## src/rtl/fir_pkg.sv

```systemverilog
// Shared definitions for the sequential FIR and its output requantiser.
package fir_pkg;

  localparam int FIR_OUT_W = 33;
  localparam int SAMPLE_W  = 16;

  localparam logic signed [SAMPLE_W-1:0] MAX_S = {1'b0, {(SAMPLE_W-1){1'b1}}};
  localparam logic signed [SAMPLE_W-1:0] MIN_S = {1'b1, {(SAMPLE_W-1){1'b0}}};

  typedef struct packed {
    logic                       sat;
    logic signed [SAMPLE_W-1:0] val;
  } clamp_t;

  // Clamp a (FIR_OUT_W+1)-bit value into a SAMPLE_W sample, flagging any clip.
  function automatic clamp_t sat_clamp(input logic signed [FIR_OUT_W:0] q);
    clamp_t res;
    res.sat = 1'b1;
    if (q > MAX_S)      res.val = MAX_S;
    else if (q < MIN_S) res.val = MIN_S;
    else begin
      res.sat = 1'b0;
      res.val = q[SAMPLE_W-1:0];
    end
    return res;
  endfunction

endpackage

```

## src/rtl/sync_fifo_fwft.sv

```systemverilog
// First-word-fall-through FIFO with a registered head word; full writes are
// accepted only when a pop happens in the same cycle.
module sync_fifo_fwft #(
  parameter int WIDTH = 16,
  parameter int DEPTH = 4
) (
  input  logic                     clk,
  input  logic                     rst_n,
  input  logic                     wr_en,
  input  logic [WIDTH-1:0]         wr_data,
  input  logic                     rd_en,
  output logic [WIDTH-1:0]         rd_data,
  output logic                     empty,
  output logic                     full,
  output logic [$clog2(DEPTH):0]   count
);

  localparam int AW = $clog2(DEPTH);
  localparam int CW = AW + 1;

  logic [WIDTH-1:0] r_mem [DEPTH];
  logic [AW-1:0]    r_wr_ptr, r_rd_ptr, w_rd_ptr_nxt;
  logic [CW-1:0]    r_count, w_cnt_nxt;
  logic [WIDTH-1:0] r_rd_data, w_head_nxt;
  logic             w_pop, w_push;

  assign empty = (r_count == '0);
  assign full  = (r_count == CW'(DEPTH));
  assign w_pop  = rd_en && !empty;
  assign w_push = wr_en && (!full || w_pop);

  assign w_cnt_nxt    = r_count + CW'(w_push) - CW'(w_pop);
  assign w_rd_ptr_nxt = r_rd_ptr + AW'(w_pop);
  // Nothing left after the pop means the incoming word becomes the new head.
  assign w_head_nxt   = (r_count == CW'(w_pop)) ? wr_data : r_mem[w_rd_ptr_nxt];

  always_ff @(posedge clk) begin
    if (w_push) r_mem[r_wr_ptr] <= wr_data;
  end

  always_ff @(posedge clk) begin
    if (!rst_n) begin
      r_wr_ptr  <= '0;
      r_rd_ptr  <= '0;
      r_count   <= '0;
      r_rd_data <= '0;
    end else begin
      if (w_push) r_wr_ptr <= r_wr_ptr + 1'b1;
      r_rd_ptr <= w_rd_ptr_nxt;
      r_count  <= w_cnt_nxt;
      if (w_cnt_nxt != '0) r_rd_data <= w_head_nxt;
    end
  end

  assign rd_data = r_rd_data;
  assign count   = r_count;

endmodule

```

## src/rtl/fir_out_requant.sv

```systemverilog
// FIR output requantiser: decimate, round half-up, shift, saturate, then
// buffer in a FWFT FIFO with sticky saturation/overflow flags.
module fir_out_requant
  import fir_pkg::*;
#(
  parameter int IN_W  = FIR_OUT_W,
  parameter int OUT_W = SAMPLE_W,
  parameter int SHIFT = 15,
  parameter int DECIM = 1,
  parameter int DEPTH = 4
) (
  input  logic                   sclk,
  input  logic                   s_rst_n,
  input  logic [IN_W-1:0]        din,
  input  logic                   din_vld,
  output logic [OUT_W-1:0]       dout,
  output logic                   dout_vld,
  input  logic                   dout_rdy,
  output logic [$clog2(DEPTH):0] fifo_cnt,
  output logic                   sat_flag,
  output logic                   ovf_flag,
  input  logic                   clr_flags
);

  localparam int DCW = (DECIM > 1) ? $clog2(DECIM) : 1;
  // Half an output LSB; collapses to zero when SHIFT is 0.
  localparam logic signed [IN_W:0] RND  = ((IN_W+1)'(1) << SHIFT) >> 1;
  localparam logic signed [IN_W:0] QMAX = {{(IN_W-OUT_W+2){1'b0}}, {(OUT_W-1){1'b1}}};
  localparam logic signed [IN_W:0] QMIN = ~QMAX;

  function automatic logic signed [IN_W:0] round_add(input logic signed [IN_W-1:0] x);
    return $signed({x[IN_W-1], x}) + RND;
  endfunction

  function automatic logic is_sat(input logic signed [IN_W:0] q);
    return (q > QMAX) || (q < QMIN);
  endfunction

  function automatic logic signed [OUT_W-1:0] saturate(input logic signed [IN_W:0] q);
    if (q > QMAX) return QMAX[OUT_W-1:0];
    if (q < QMIN) return QMIN[OUT_W-1:0];
    return q[OUT_W-1:0];
  endfunction

  logic [DCW-1:0]          r_dcnt;
  logic                    w_keep;
  logic signed [IN_W:0]    r_sum_p1, w_q_p1;
  logic                    r_vld_p1, r_vld_p2;
  logic signed [OUT_W-1:0] r_q_p2;
  logic                    r_sat, r_ovf;
  logic                    w_empty, w_full, w_pop, w_sat_evt, w_ovf_evt;

  assign w_keep = din_vld && (r_dcnt == '0);

  always_ff @(posedge sclk) begin
    if (!s_rst_n)     r_dcnt <= '0;
    else if (din_vld) r_dcnt <= (r_dcnt == DCW'(DECIM-1)) ? '0 : r_dcnt + 1'b1;
  end

  // S1: widen and add the rounding constant
  always_ff @(posedge sclk) begin
    if (!s_rst_n) r_vld_p1 <= 1'b0;
    else          r_vld_p1 <= w_keep;
  end

  always_ff @(posedge sclk) begin
    if (w_keep) r_sum_p1 <= round_add($signed(din));
  end

  // S2: arithmetic shift and clamp
  assign w_q_p1    = r_sum_p1 >>> SHIFT;
  assign w_sat_evt = r_vld_p1 && is_sat(w_q_p1);

  always_ff @(posedge sclk) begin
    if (!s_rst_n) r_vld_p2 <= 1'b0;
    else          r_vld_p2 <= r_vld_p1;
  end

  always_ff @(posedge sclk) begin
    if (r_vld_p1) r_q_p2 <= saturate(w_q_p1);
  end

  // FIFO write stage; a set event beats a same-cycle clear
  assign w_pop     = dout_rdy && !w_empty;
  assign w_ovf_evt = r_vld_p2 && w_full && !w_pop;

  always_ff @(posedge sclk) begin
    if (!s_rst_n) begin
      r_sat <= 1'b0;
      r_ovf <= 1'b0;
    end else begin
      r_sat <= w_sat_evt || (r_sat && !clr_flags);
      r_ovf <= w_ovf_evt || (r_ovf && !clr_flags);
    end
  end

  sync_fifo_fwft #(
    .WIDTH (OUT_W),
    .DEPTH (DEPTH)
  ) u_fifo (
    .clk     (sclk),
    .rst_n   (s_rst_n),
    .wr_en   (r_vld_p2),
    .wr_data (r_q_p2),
    .rd_en   (dout_rdy),
    .rd_data (dout),
    .empty   (w_empty),
    .full    (w_full),
    .count   (fifo_cnt)
  );

  assign dout_vld = !w_empty;
  assign sat_flag = r_sat;
  assign ovf_flag = r_ovf;

endmodule
```

## config.mk

```make
export PLATFORM = sky130hd
export DESIGN_NAME = fir_out_requant
export DESIGN_NICKNAME = d
export VERILOG_FILES = /design/src/rtl/fir_pkg.sv /design/src/rtl/sync_fifo_fwft.sv /design/src/rtl/fir_out_requant.sv
export SDC_FILE = /design/constraint.sdc
export NUM_CORES = 1
export LEC_CHECK = 0
export ABC_AREA = 1
export CAP_MARGIN = 20
export CORE_MARGIN = 4
export CORE_UTILIZATION = 45
export DETAILED_ROUTE_END_ITERATION = 12
export HOLD_SLACK_MARGIN = 0.12
export PLACE_DENSITY = 0.62
export SLEW_MARGIN = 20
export SYNTH_ARGS = -nofsm -noshare
export SYNTH_HDL_FRONTEND = slang
export SYNTH_SLANG_ARGS = --single-unit
```

## constraint.sdc

```tcl
create_clock -name sclk -period 7.3 [get_ports sclk]
set_clock_uncertainty 0.05 [all_clocks]
set_input_delay 1.46 -clock sclk [delete_from_list [all_inputs] [get_ports sclk]]
set_output_delay 1.46 -clock sclk [all_outputs]
set_load 0.1 [all_outputs]
```

==> results of run 1 <==
-- final timing paths --
kind / start / slack [ps] / cells after the start / to
min: sat_flag$_SDFF_PN0_ / 420 / 2 / sat_flag$_SDFF_PN0_
min reg2reg: sat_flag$_SDFF_PN0_ / 420 / 2 / sat_flag$_SDFF_PN0_
max: dout_rdy / 3020 / 12 / u_fifo.rd_data[12]$_SDFFE_PN0P_
max reg2reg: u_fifo.count[1]$_SDFF_PN0_ / 3950 / 11 / u_fifo.rd_data[12]$_SDFFE_PN0P_
-- Yosys cell counts, types with 7 or more instances --
master	count
a21oi_1	20
buf_2	9
clkbuf_1	8
dfxtp_1	27
edfxtp_1	99
ha_1	8
inv_1	34
nand2_1	257
nand3_1	10
nand3b_1	16
nor2_1	58
xnor2_1	7
xor2_1	9
-- kinds of logic (layout without fill, tap and decap cells) --
group,Yosys count,count (layout)
flops,126,126
buf+inv,57,114
fa+ha+maj,9,9
simple gates,349,349
xor+xnor,16,16
compound gates,25,25
-- final cells by class --
type / instances / area share, %
sequential: 126 / 52.95
multi-input combinational: 399 / 27.49
clock buffer: 29 / 7.241
timing repair buffer: 46 / 6.902
tap: 168 / 3.168
inverter: 36 / 2.037
clock inverter: 3 / 0.2074
-- per-layer routing --
layer / vias to the layer above / routed length [um] / track usage, %
met3: 11 / 486 / 5.223
li1: 1969 / - / -
met4: 0 / 128 / 5.214
met1: 1712 / 4606 / 18.18
met5: - / 0 / 0
met2: 87 / 5126 / 25.79
-- sequential cells by signal (all words and copies together) (netlist names), 2 cells and up --
name and flops:
r_q_p2 16, r_sum_p1 19, u_fifo.count 3, u_fifo.r_mem 64, u_fifo.r_rd_ptr 2, u_fifo.r_wr_ptr 2
u_fifo.rd_data 16
-- through the flow --
step	power (mW)	area, um^2	std cells	util [%]	worst slack, ps
after floorplan	2.055	5564	582	-	3870
after global placement	2.317	6130	775	50.82	2542
after detailed placement	2.336	6130	775	50.82	2504
after CTS	3.044	6624	807	54.92	2932
after global routing	3.238	6635	807	55.01	2738
final	3.028	6635	807	55.01	3017
-- worst reg2reg max path: stages (launching register included) --
cell and delay [ps]:
dfxtp_1 360, nor2_1 200, nand3_1 180, nand2_1 340, inv_1 130, ha_1 230
fa_1 470, nor2_2 520, nand3_2 460, nand2_1 170, nor2_1 90, nor2_1 80
-- cells in the final DEF, fill, tap and decap left out, drive strengths merged, types with 9 or more instances in the layout --
cell type,n
clkbuf,29
clkdlybuf4s50,45
nand2,258
a21oi,20
inv,36
nand3,11
nor2,59
dfxtp,27
xor2,9
edfxtp,99
nand3b,16
-- power breakdown --
group | leakage [nW] | internal, mW | switching, mW
registers | 1.14 | 0.861 | 0.0414
logic | 1.34 | 0.386 | 1.03
clock network | 0.239 | 0.439 | 0.265
total | 2.73 | 1.69 | 1.34
==> metrics, run 1 <==
status=complete, no violations; FF+latch count, synth=around 130; Mapped Cells=between 500 and 600; ANT cells=0; CTS Root Cell=clkbuf_16; count of pins over their slew limit=0; hold buffer count at cts=0; Syn Nets=between 600 and 700; Hold WC Path Type=flip-flop to flip-flop; DRC viols=0; H-Tree Depth=4; via count=3779; IO Pins=60; Tot GR Track Use=15.26%; CTS tree=done; total CTS buffers=17; Top Family by Delay on Critical Path=simple AND/OR/NAND/NOR gates; storage element area=3513 um^2; DR pass1 iterations=7; post-synthesis adder-cell area fraction=under 10%; DRT iter0 DRCs=178; post-synthesis simple-gate area fraction=around a quarter; register area share after synthesis=a little over three fifths; initial antenna violation count=0; hold_ws=approximately 420 ps; vias per cell=about 4.7; crit path max fanout=17; Final TNS setup=0 ps; Post-CTS Resized=0; synthesized cell area=roughly 5600 um^2; Syn Area/Cell=about 9.6 um^2; mux cell area share after synthesis=0%; Synth warnings=0; Period minus WS final=between 4000 and 5000 ps; # clock sinks=between 100 and 150; Crit path largest cell delay=roughly 520 ps; Max Cap Viol=0; Slew HR=29.21%; Filler cells=~1100; fin crit share=around three fifths; wirelength, routed=10350 um; Die Ht=~120 um; CP cell instances=clkdlybuf4s50_1, inv_1, nand3_1, nand2_1, inv_1, ha_1, fa_1, nor2_2, nand3_2, nand2_1, nor2_1, nor2_1; layout cells sized above 1=~5.3%; Clock transition at path regs=50 ps; Area Overhead vs Synth=19.25%; RSZ-0062 raised after global routing=false; type of the worst setup path=input port to flip-flop; I/O Buffers=between 40 and 50; max frequency=between 0.2 and 0.25 GHz; hpwl dp=6914 um; CP endpoint kind=flip-flop; async set-reset flop share out of synthesis=0%; Worst setup SP type=input port; vias in the first global route=between 3000 and 4000; remaining global-route overflow=0; Main synth FF type=edfxtp_1; Core Box Area=between 10000 and 15000 um^2; setup bufs post-CTS=0; top cell type's share of synthesized area=53.43%; number of enable flip-flop cells after synthesis=99; detailed-route wire length per cell=between 10 and 15 um; Post-DRT Antenna Nets=0; Initial Utilization=46.13%; Pleak=approximately 2.7 nW; gpl congestion=0.8179; worst skew pair latency=around 410 ps; largest family of logic cells by synthesized area=simple AND/OR/NAND/NOR gates; Final Hold Fails=0; die area=~14000 um^2; PD cells=between 400 and 500 nW/um^2; first-pass GRT wire length=16880 um; worst path bufs/invs=3; multi-input logic area=roughly 1800 um^2; compound-cell area share of the yosys netlist=under 10%; CTS max path bufs=2; largest net degree at the start of global routing=35; Slowest-stage cell, CP=nor2_2; Critical Path RT=around 7600 ps; die width=119.2 um; Worst-Margin Slew=about 1100 ps; IR drop worst, VDD=184.6 uV; Final #Nets=673; top post-synthesis cells by area=edfxtp_1 53%, nand2_1 17%, dfxtp_1 9.7%, nor2_1 3.9%, inv_1 2.3%; # rows=40; Post-Synth XOR/XNOR Area=about 2.5%; number of setup violations in the final report=0; Crit path arrival time=about 4600 ps; cell accounting for the most synthesized area=edfxtp_1; post-synthesis cell type count=26
No activity file was read; power rests on OpenSTA's default activity.
==> inputs of run 2 (changes only) <==
- PLACE_DENSITY: 0.62 -> 0.64
- clock period: 7.3 -> 3.6 ns (I/O delays scaled with it)
==> metrics, run 2 (synthesis results as in run 1) <==
Comb pwr share=between 40% and 50%; setup bufs post-CTS=0; I/O Buffers=between 40 and 50; net switching power of the design=~2.7 mW; total CTS buffers=17; Tot GR Track Use=around 16%; Largest register FFs=64; gpl congestion=0.8837; die area=around 14000 um^2; Die Ht=around 120 um; Top Registers=u_fifo.r_mem (64), r_sum_p1 (19); type of the worst setup path=input port to flip-flop; status=complete, no violations; fin crit share=roughly four fifths; Internal=3.543 mW; most common cell after layout, fill and taps aside=nand2_1; Post-CTS Resized=0; Sequential Power Share=about 29%; CP endpoint kind=flip-flop; wirelength, routed=10320 um; most frequent cells in the layout=257 x nand2_1, 99 x edfxtp_1, 58 x nor2_1; origin of the worst min-delay path=sat_flag$_SDFF_PN0_; number of setup violations in the final report=0; largest net degree at the start of global routing=34; crit path max fanout=16; first-pass GRT wire length=between 15000 and 20000 um; hold buffer count at cts=0; clock network fraction of total power=between 20% and 30%; ANT cells=0; Period minus WS final=around 3000 ps; max frequency=about 0.34 GHz; Final #Nets=a little under 700; CTS tree=done; Post-DRT Antenna Nets=0; DRC viols=0; count of pins over their slew limit=0; Filler cells=1089; Pleak=roughly 2.8 nW; Critical Path RT=between 3000 and 4000 ps; Pwr Total=approximately 6.3 mW; Worst setup SP type=input port; detailed-route wire length per cell=between 10 and 15 um; # rows=40; remaining global-route overflow=0; Worst-Margin Slew=between 900 and 1000 ps; CTS Root Cell=clkbuf_16; worst skew pair latency=~400 ps; Crit. Startpoint=dout_rdy; sw frac=43.42%; PD cells=just over 900 nW/um^2; Final Hold Fails=0; largest register by flop count=u_fifo.r_mem; initial antenna violation count=0; RSZ-0062 raised after global routing=false; Slew HR=around 34%; DR pass1 iterations=4; Crit path arrival time=roughly 3200 ps; IR drop worst, VDD=a little under 500 uV; FF-to-FF Start=u_fifo.count[1]$_SDFF_PN0_; Max Cap Viol=0; H-Tree Depth=4; via count=between 3000 and 4000; vias in the first global route=3613; Core Box Area=12060 um^2; Area Overhead vs Synth=20.69%; Initial Utilization=roughly 46%; hpwl dp=just under 7000 um; die width=approximately 120 um; layout cells sized above 1=around 7.0%; Hold WC Path Type=flip-flop to flip-flop; Final TNS setup=0 ps; DRT iter0 DRCs=189; Clock transition at path regs=50 ps; vias per cell=between 4 and 5; IO Pins=60; CTS max path bufs=2; # clock sinks=126
[run 2: cell type report]
| class | count | area [um^2] | share of cell area [%] |
|---|---|---|---|
| clock buffers | 24 | 481.7 | 7.173 |
| clock inverters | 8 | 66.31 | 0.9875 |
| inverters | 36 | 135.1 | 2.012 |
| multi-input cells | 399 | 1803 | 26.85 |
| flip-flops and latches | 126 | 3513 | 52.32 |
| well taps | 168 | 210.2 | 3.130 |
| repair buffers | 53 | 505.5 | 7.527 |
[run 2: path summary, 6_finish.rpt]
kind         cells after the start                              to  slack, ps
min                              2             sat_flag$_SDFF_PN0_        410
min reg2reg                      2             sat_flag$_SDFF_PN0_        410
max reg2reg                     12  u_fifo.rd_data[8]$_SDFFE_PN0P_        820
max                             13  u_fifo.rd_data[8]$_SDFFE_PN0P_        650
[run 2: stage by stage]
step,cells,cell area [um^2],hold slack (ps),setup slack [ps],util [%]
final,814,6715,415.0,648.6,55.67
after global routing,814,6715,440.2,437.9,55.67
after CTS,814,6715,420.7,689.1,55.67
after detailed placement,782,6167,411.7,266.0,51.13
after global placement,782,6167,413.2,297.0,51.13
after floorplan,582,5564,397.4,413.4,-
[run 2: routing by layer]
layer  routed length, um  share of wire, %  vias up  track usage, %
met2                5105                49       95           26.03
met1                4610                45     1656           18.70
met4                 144               1.4        0           6.734
li1                    -                 -     1983               -
met5                   0                 0        -               0
met3                 463               4.5       10           4.274
[run 2: power by group through the flow]
stage	sequential, mW	clock, mW	combinational (mW)
after global placement	1.85	0	2.86
after CTS	1.83	1.59	2.90
after floorplan	2.45	0	1.71
after detailed placement	1.86	0	2.89
after global routing	1.85	1.66	3.20
final	1.83	1.55	2.88
[run 2: critical path, stage by stage]
cell and delay [ps]:
clkdlybuf4s50_1 390, inv_1 70, nand3_1 160, nand2_1 260
inv_1 120, ha_1 230, fa_1 410, inv_1 100
nand3_1 100, nand3_2 310, nand2_1 80, nor2_1 180
nor2_1 60
